[src/rtl/cam_pixel_packer.sv]
// Packs camera bytes into little-endian 64-bit words framed by vsync, buffered in an output FIFO.
// Define CAM_PACK_DROP_CNT_EN to build the dropped-word counter behind drop_cnt.
module cam_pixel_packer #(
    parameter int FIFO_DEPTH = 16
) (
    input  logic        pclk,
    input  logic        rst,
    input  logic        enable,
    input  logic        pixel_valid,
    input  logic [7:0]  pixel,
    input  logic        vsync,
    output logic        out_valid,
    input  logic        out_ready,
    output logic [63:0] out_data,
    output logic        out_last,
    output logic        overflow,
    output logic [31:0] word_cnt,
    output logic [15:0] drop_cnt
);
    localparam int AW = $clog2(FIFO_DEPTH);

    typedef enum logic [1:0] {IDLE, RUN, FLUSH_PART} state_e;

    state_e        state_q;
    logic          vsync_p1_q;
    logic [2:0]    idx_q;
    logic [63:0]   part_q;
    logic [63:0]   hold_q;
    logic          hold_vld_q;
    logic [31:0]   frame_cnt_q;
    logic          overflow_q;
    logic [31:0]   word_cnt_q;

    logic [63:0]   fifo_data_q [FIFO_DEPTH];
    logic          fifo_last_q [FIFO_DEPTH];
    logic [AW-1:0] wr_ptr_q;
    logic [AW-1:0] rd_ptr_q;
    logic [AW:0]   count_q;

    logic          vs_rise;
    logic          frame_start;
    logic [63:0]   part_d;
    logic          push_req;
    logic          push_last;
    logic [63:0]   push_data;
    logic          fifo_full;
    logic          fifo_empty;
    logic          pop;
    logic          push_ok;
    logic          drop;
    logic [31:0]   frame_cnt_d;

    always_comb begin
        vs_rise     = vsync && !vsync_p1_q;
        frame_start = (state_q == IDLE) && vs_rise && enable;

        part_d = part_q;
        part_d[{idx_q, 3'b000} +: 8] = pixel;

        // A completed word first displaces the held one; the frame end flushes hold, then partial.
        push_req  = 1'b0;
        push_last = 1'b0;
        push_data = hold_q;
        case (state_q)
            RUN: begin
                if (vs_rise) begin
                    push_req  = hold_vld_q;
                    push_last = (idx_q == 3'd0);
                end else if (pixel_valid && idx_q == 3'd7) begin
                    push_req  = hold_vld_q;
                end
            end
            FLUSH_PART: begin
                push_req  = 1'b1;
                push_last = 1'b1;
                push_data = part_q;
            end
            default: ;
        endcase

        fifo_full  = (count_q == (AW+1)'(FIFO_DEPTH));
        fifo_empty = (count_q == '0);
        pop        = !fifo_empty && out_ready;
        push_ok    = push_req && (!fifo_full || pop);
        drop       = push_req && fifo_full && !pop;

        frame_cnt_d = (push_ok && frame_cnt_q != '1) ? frame_cnt_q + 32'd1 : frame_cnt_q;
    end

    always_ff @(posedge pclk or posedge rst) begin
        if (rst) begin
            state_q     <= IDLE;
            vsync_p1_q  <= 1'b0;
            idx_q       <= '0;
            part_q      <= '0;
            hold_q      <= '0;
            hold_vld_q  <= 1'b0;
            frame_cnt_q <= '0;
            overflow_q  <= 1'b0;
            word_cnt_q  <= '0;
        end else begin
            vsync_p1_q <= vsync;
            if (drop) begin
                overflow_q <= 1'b1;
            end
            case (state_q)
                IDLE: begin
                    if (frame_start) begin
                        state_q     <= RUN;
                        overflow_q  <= 1'b0;
                        idx_q       <= '0;
                        part_q      <= '0;
                        hold_vld_q  <= 1'b0;
                        frame_cnt_q <= '0;
                    end
                end
                RUN: begin
                    if (vs_rise) begin
                        hold_vld_q <= 1'b0;
                        if (idx_q == 3'd0) begin
                            word_cnt_q  <= frame_cnt_d;
                            frame_cnt_q <= '0;
                            state_q     <= enable ? RUN : IDLE;
                        end else begin
                            frame_cnt_q <= frame_cnt_d;
                            state_q     <= FLUSH_PART;
                        end
                    end else if (pixel_valid) begin
                        idx_q <= idx_q + 3'd1;
                        if (idx_q == 3'd7) begin
                            hold_q      <= part_d;
                            hold_vld_q  <= 1'b1;
                            part_q      <= '0;
                            frame_cnt_q <= frame_cnt_d;
                        end else begin
                            part_q <= part_d;
                        end
                    end
                end
                FLUSH_PART: begin
                    word_cnt_q  <= frame_cnt_d;
                    frame_cnt_q <= '0;
                    idx_q       <= '0;
                    part_q      <= '0;
                    state_q     <= enable ? RUN : IDLE;
                end
                default: state_q <= IDLE;
            endcase
        end
    end

    always_ff @(posedge pclk or posedge rst) begin
        if (rst) begin
            wr_ptr_q <= '0;
            rd_ptr_q <= '0;
            count_q  <= '0;
        end else begin
            if (push_ok) begin
                wr_ptr_q <= wr_ptr_q + 1'b1;
            end
            if (pop) begin
                rd_ptr_q <= rd_ptr_q + 1'b1;
            end
            case ({push_ok, pop})
                2'b10:   count_q <= count_q + 1'b1;
                2'b01:   count_q <= count_q - 1'b1;
                default: ;
            endcase
        end
    end

    // NOTE: FIFO storage has no reset; the head is masked to zero while empty instead.
    always_ff @(posedge pclk) begin
        if (push_ok) begin
            fifo_data_q[wr_ptr_q] <= push_data;
            fifo_last_q[wr_ptr_q] <= push_last;
        end
    end

    assign out_valid = !fifo_empty;
    assign out_data  = fifo_empty ? '0 : fifo_data_q[rd_ptr_q];
    assign out_last  = fifo_empty ? 1'b0 : fifo_last_q[rd_ptr_q];
    assign overflow  = overflow_q;
    assign word_cnt  = word_cnt_q;

`ifdef CAM_PACK_DROP_CNT_EN
    logic [15:0] drop_cnt_q;

    always_ff @(posedge pclk or posedge rst) begin
        if (rst) begin
            drop_cnt_q <= '0;
        end else if (frame_start) begin
            drop_cnt_q <= '0;
        end else if (drop && drop_cnt_q != 16'hFFFF) begin
            drop_cnt_q <= drop_cnt_q + 16'd1;
        end
    end

    assign drop_cnt = drop_cnt_q;
`else
    assign drop_cnt = '0;
`endif

endmodule

[config.mk]
export PLATFORM = sky130hd
export DESIGN_NAME = cam_pixel_packer
export DESIGN_NICKNAME = d
export VERILOG_FILES = /design/src/rtl/cam_pixel_packer.sv
export SDC_FILE = /design/constraint.sdc
export NUM_CORES = 1
export LEC_CHECK = 0
export ABC_AREA = 1
export BUFFER_PORTS_ARGS = -buffer_cell sky130_fd_sc_hd__buf_2
export CAP_MARGIN = 10
export CORE_MARGIN = 3
export CORE_UTILIZATION = 40
export DETAILED_ROUTE_END_ITERATION = 10
export SETUP_SLACK_MARGIN = 0.02
export SYNTH_ARGS = -nofsm -noshare
export SYNTH_HDL_FRONTEND = slang
export SYNTH_SLANG_ARGS = --single-unit
[constraint.sdc]
create_clock -name pclk -period 6.91 [get_ports pclk]
set_input_delay 0.3455 -clock pclk [delete_from_list [all_inputs] [get_ports pclk]]
set_output_delay 0.3455 -clock pclk [all_outputs]
set_load 0.05 [all_outputs]
# Yosys cells after proc, flatten, opt, wreduce, memory -nomap -nowiden
# Memories as Yosys holds them, arrays and structs flattened.
# Index checks and enable logic that the tools add are counted.
dict set report classes {
  add_sub_neg 7
  eq_ne 14
  shift 2
  n_mux 44
  n_bitwise 1
  n_reduce_logical 27
}
# op count
set op_table {}
lappend op_table {{two-way mux 64 bit} 6}
lappend op_table {{two-way mux 32 bit} 8}
lappend op_table {{one-hot mux 64 bit (3 select lines)} 1}
lappend op_table {{one-hot mux 32 bit (3 select lines)} 1}
lappend op_table {{bitwise mux 64 bit} 1}
lappend op_table {{one-hot mux 32 bit (2 select lines)} 1}
lappend op_table {{variable shift 8 x 8 -> 64 bit, first input constant} 1}
lappend op_table {{variable part select 8 x 8 -> 64 bit} 1}
lappend op_table {{adder 32 x 1 -> 32 bit, second input constant} 1}
lappend op_table {{inequality test 32 bit, second input constant} 1}
lappend op_table {{AND reduction 4 bit} 4}
lappend op_table {{two-way mux 1 bit} 14}
lappend op_table {{inequality test 2 bit, second input constant} 5}
lappend op_table {{one-hot mux 5 bit (2 select lines)} 1}
lappend op_table {{logical AND 1 bit} 9}
lappend op_table {{two-way mux 3 bit} 3}
lappend op_table {{one-hot mux 3 bit (3 select lines)} 1}
lappend op_table {{adder 4 x 1 -> 4 bit, second input constant} 2}
lappend op_table {{negation 6 -> 8 bit} 1}
lappend op_table {{two-way mux 2 bit} 3}
lappend op_table {{inequality test 3 bit, second input constant} 2}
lappend op_table {{one-hot mux 1 bit (2 select lines)} 3}
lappend op_table {{one-hot mux 2 bit (3 select lines)} 1}
lappend op_table {{nonzero test 2 bit} 3}
lappend op_table {{16 further kinds} 21}
dict set report totals {
  register_bits 213
  ramBits 1040
  output_inout_bits 115
  word_cells 109
  memories 2
}
# name depth width rd rd_ports_with_merged_regs write_ports line
set mem_list {}
lappend mem_list {fifo_data_q 16 64 1 0 1 34} ;# logic [63:0] fifo_data_q [FIFO_DEPTH];
lappend mem_list {fifo_last_q 16 1 1 0 1 35} ;# logic fifo_last_q [FIFO_DEPTH];

# Depth between registers and ports, before layout
dict set report depth {
  word_depth 12
  ltp_mapped 18
  depth_no_buf 18
}

# Worst setup path before layout
# Ideal clock, no wire load.
dict set report synth_timing {
  kind {register -> register}
  start {register idx_q[0]}
  end {memory fifo_data_q[11][0] (enable)}
  setup_ps 488
  t_arrival_ps 4322
  t_required_ps 6422
  path_slack_ps 2099
  stages_incl_launch_ff 12
  n_path_buf 1
  synth_period_minus_slack_ps 4811
  path_cell_list {dfrtp_1 > ha_1 > ha_1 > nand2_1 > nand2_1 > nand2_1 > nand2_1 > nand2_1 > nor2_2 > buf_2 > nand3_1 > nor2_1}
}
dict set report synth_via {
  elab_chain_cells 8
}
# element line
set synth_lines {}
lappend synth_lines {{from (decl)} 26} ;# logic [2:0] idx_q;
lappend synth_lines {{from (signal assigned)} 129} ;# idx_q <= idx_q + 3'd1;
lappend synth_lines {{equality test 3 bit} 69} ;# end else if (pixel_valid && idx_q == 3'd7) begin
lappend synth_lines {{logical AND 1 bit} 69}
lappend synth_lines {{two-way mux 1 bit} 69}
lappend synth_lines {{two-way mux 1 bit} 66} ;# if (vs_rise) begin
lappend synth_lines {{one-hot mux 1 bit (2 select lines)} 64} ;# case (state_q)
lappend synth_lines {{logical AND 1 bit} 84} ;# push_ok = push_req && (!fifo_full || pop);
lappend synth_lines {{two-way mux 1 bit} 174} ;# if (push_ok) begin
lappend synth_lines {{two-way mux 1 bit (not written as such)} 175} ;# fifo_data_q[wr_ptr_q] <= push_data;
lappend synth_lines {{to (decl)} 34}
# Every way passes these cells.

# Worst setup path in the final report
dict set report layout_timing {
  start {register rd_ptr_q[1]}
  end {output out_data[54]}
}
dict set report layout_via {
  elab_chain_cells 2
}
# element line
set layout_lines {}
lappend layout_lines {{from (decl)} 37} ;# logic [AW-1:0] rd_ptr_q;
lappend layout_lines {{from (signal assigned)} 162} ;# rd_ptr_q <= rd_ptr_q + 1'b1;
lappend layout_lines {{memory read (16 x 64 bit)} n/a}
lappend layout_lines {{two-way mux 64 bit} 181} ;# assign out_data = fifo_empty ? '0 : fifo_data_q[rd_ptr_q];
lappend layout_lines {{to (decl)} 14} ;# output logic [63:0] out_data,
# Every way passes these cells.

==> qor.yml <==
sta:
  tns_ns: 0
  relSlewSlack: 0.1151
  fin_hold_ws_ns: 0.1778
  drv_slew: 0
  hold_viol: 0
  worst_pin_slew_ns: 1.318
  fin_crit_ns: 4.671
  fmax_ghz: 0.2141
  rsz0062_at_grt: "no"
  fin_worst_skew_ns: 0.01563
  finalSetupViolations: 0
  period_share: 0.6759
floorplanning:
  dieArea_um2: 135900
  initial_core_util: 0.4047
  pin_count: 129
  die_x_um: 368.6
  die_y_um: 368.6
  core_area_um2: 130000
  rows: 132
worst_setup_path:
  cpMaxStageDelayCell: "buf_4"
  start_kind: "flip-flop"
  path_class: "reg -> out"
  endpoint_kind: "output pin"
  reg2reg_slack_ns: 2.90
  crit_chain: "inv_6 -> buf_4 -> o21ai_0 -> o211ai_1 -> nand3_1 -> a21oi_1 -> buf_2"
  critPathMaxFanout: 70
  worstReg2RegStart: "state_q[0]"
  critPathMaxStageDelay_ns: 0.76
  r2r_cells: 9
  arrival_ns: 4.33
  timing.rr.end: "fifo_data_q[0][40]"
  worstPathRequired_ns: 6.56
clocking:
  cts.sinks: 1253
  clkLatencyLatePin_ns: 0.75
  cts_max_level: 4
  cts-resized-gates: 0
  ctsHoldBuffers: 4
  numCtsBuffers: 135
  cts_tree: "built"
  root_buffer: "clkbuf_16"
  clk_pin_slew_ns: 0.06
  postCtsSetupRepairBufs: 0
  cts_buffer_depth: 3
finish:
  syn2layout_area_growth_pct: 12.78
  drive_above_1_share: 0.09510
  multi_input_area_um2: 14050
  nets: 4722
  n_fill_cell: 11830
  seqCellArea_um2: 36580
  final_util: 0.4564
route:
  avgRoutedWirePerCell_um: 21.68
  drc_errors: 0
  ant_nets: 0
  drt_wl_total_mm: 141.7
  first_pass_iters: 8
  vias_per_cell: 5.442
  via_count: 35580
  drt_first_iter_violations: 3654
yosys:
  synth_cell_types: 38
  avgSynthCellArea_um2: 11.37
  yosysSeqAreaShare: 0.6951
  synthCells: 4626
  ys_warn_count: 0
  ys_ff_latch: 1253
  netlist_area_um2: 52600
status:
  outcome: "finished, final reports clean"
min_path:
  worstHoldStart: "pixel[1]"
  whs_path_depth: 5
  hp-class: "in -> reg"
  whs_endpoint: "hold_q[17]"
global_route:
  antenna_found_initial: 2
  grt_pass1_vias: 34020
  grt_max_degree: 217
  grt_overflow: 0
  grt_pass1_wl_mm: 214.8
  grt_usage: 0.2064
power:
  clockPowerShare: 0.275
  comb_power_share: 0.366
  vdd_drop_max_v: 0.0003959
  p_seq_frac: 0.359
  powerDensity_nw_per_um2: 431.2
  p_leak_nw: 20.45
  intPower_mw: 15.15
  p_sw_mw: 10.42
  p_sw_frac: 0.4075
placed_design:
  routabilityCongestion: 0.8431
  place_hpwl_mm: 76.52
  portBuffers: 112
flow_run:
  maxCapViolCount: 0
## layer usage
| metal | part of all wire | global-route usage | up-vias |
|---|---|---|---|
| li1 | - | - | 16420 |
| met1 | 0.45 | 0.2981 | 17860 |
| met2 | 0.47 | 0.3292 | 1093 |
| met3 | 0.056 | 0.02865 | 207 |
| met4 | 0.021 | 0.05289 | 0 |
| met5 | 0 | 0 | - |
## state kept, by name, indices dropped and copies added (netlist names), 2 cells and up
| signal | cells |
|---|---|
| wr_ptr_q | 4 |
| word_cnt | 32 |
| hold_q | 64 |
| count_q | 5 |
| idx_q | 3 |
| fifo_data_q | 1024 |
| part_q | 64 |
| rd_ptr_q | 4 |
| state_q | 2 |
| fifo_last_q | 16 |
| frame_cnt_q | 32 |
## synth_stat cells, drive strengths merged
| cell | count | area share |
|---|---|---|
| a21boi | 1 | 0.00014 |
| a21oi | 102 | 0.0097 |
| a31oi | 1 | 0.00012 |
| and3 | 1 | 0.00012 |
| buf | 144 | 0.018 |
| clkbuf | 163 | 0.012 |
| clkinv | 3 | 0.00024 |
| conb | 1 | 0.000071 |
| dfrtp | 213 | 0.10 |
| edfxtp | 1040 | 0.59 |
| ha | 20 | 0.0048 |
| inv | 179 | 0.013 |
| mux2i | 43 | 0.0082 |
| nand2 | 539 | 0.039 |
| nand3 | 266 | 0.026 |
| nand3b | 1 | 0.00014 |
| nand4 | 4 | 0.00048 |
| nor2 | 908 | 0.066 |
| nor3 | 12 | 0.0011 |
| o211ai | 261 | 0.037 |
| o21a | 2 | 0.00029 |
| o21ai | 698 | 0.066 |
| o21bai | 2 | 0.00029 |
| o22ai | 2 | 0.00024 |
| xnor2 | 3 | 0.00050 |
| xor2 | 17 | 0.0028 |
## per-stage QoR
| step | instances | setup WS [ns] | power, mW | cell area (um^2) |
|---|---|---|---|---|
| 2_1_floorplan | 4641 | 0.7419 | 15.86 | 52650 |
| 3_3_place_gp | 6289 | 2.901 | 18.66 | 54990 |
| 5_1_grt | 6537 | 2.051 | 26.88 | 59310 |
| 3_5_place_dp | 6289 | 2.867 | 18.73 | 54990 |
| 4_1_cts | 6537 | 2.131 | 25.78 | 59310 |
| 6_report | 6538 | 2.239 | 25.57 | 59320 |
## final cells by class
| class | count | area share |
|---|---|---|
| diodes | 1 | 0.00004219 |
| clock buffers | 183 | 0.06301 |
| clock inverters | 61 | 0.009302 |
| inverters | 182 | 0.01213 |
| multi-input cells | 2899 | 0.2369 |
| flip-flops and latches | 1253 | 0.6166 |
| well taps | 1742 | 0.03674 |
| repair buffers | 217 | 0.02523 |
## critical path, delay by kind of cell (launching register included)
family                 cells  cell delay, ns
buffers and inverters      3            1.71
AO/OA/AOI/OAI              3            0.97
flip-flops                 1            0.72
AND/OR/NAND/NOR            1            0.11
## kinds of logic after synthesis
logic type,share of synthesized area
xor+xnor,0.003330
other cells,0.00007130
compound gates,0.1145
buf+inv,0.04225
flops,0.6951
fa+ha+maj,0.004758
simple gates,0.1318
mux,0.008183
## how the worst max path moves through the flow
| stage | from | end | slack [ns] | cells after the start |
|---|---|---|---|---|
| after floorplan | rst | count_q[0] | 0.74 | 1 |
| after global placement | state_q[0] | fifo_data_q[0][35] | 2.90 | 9 |
| after detailed placement | state_q[0] | fifo_data_q[0][35] | 2.87 | 9 |
| after CTS | rd_ptr_q[1] | out_data[54] | 2.13 | 7 |
| after global routing | rd_ptr_q[1] | out_data[41] | 2.05 | 7 |
| final | rd_ptr_q[1] | out_data[54] | 2.24 | 7 |
## power groups by stage
stage	clock network (mW)	logic, mW	registers (mW)
2_1_floorplan	0	6.58	9.27
3_3_place_gp	0	9.34	9.32
3_5_place_dp	0	9.40	9.32
4_1_cts	7.16	9.44	9.17
5_1_grt	7.47	10.2	9.21
6_report	7.03	9.37	9.17
## cell usage in the layout, fill, tap and decap left out, drive strengths merged, types with 2 or more instances in the layout
| cell type | netlist | routed |
|---|---|---|
| a21oi | 102 | 102 |
| buf | 144 | 213 |
| bufinv | 0 | 8 |
| clkbuf | 163 | 183 |
| clkinv | 3 | 46 |
| clkinvlp | 0 | 2 |
| conb | 1 | 16 |
| dfrtp | 213 | 213 |
| dlygate4sd3 | 0 | 4 |
| edfxtp | 1040 | 1040 |
| ha | 20 | 20 |
| inv | 179 | 187 |
| mux2i | 43 | 43 |
| nand2 | 539 | 539 |
| nand3 | 266 | 266 |
| nand4 | 4 | 4 |
| nor2 | 908 | 908 |
| nor3 | 12 | 12 |
| o211ai | 261 | 261 |
| o21a | 2 | 2 |
| o21ai | 698 | 698 |
| o21bai | 2 | 2 |
| o22ai | 2 | 2 |
| xnor2 | 3 | 3 |
| xor2 | 17 | 17 |
Power figures use the tool's default switching activity.
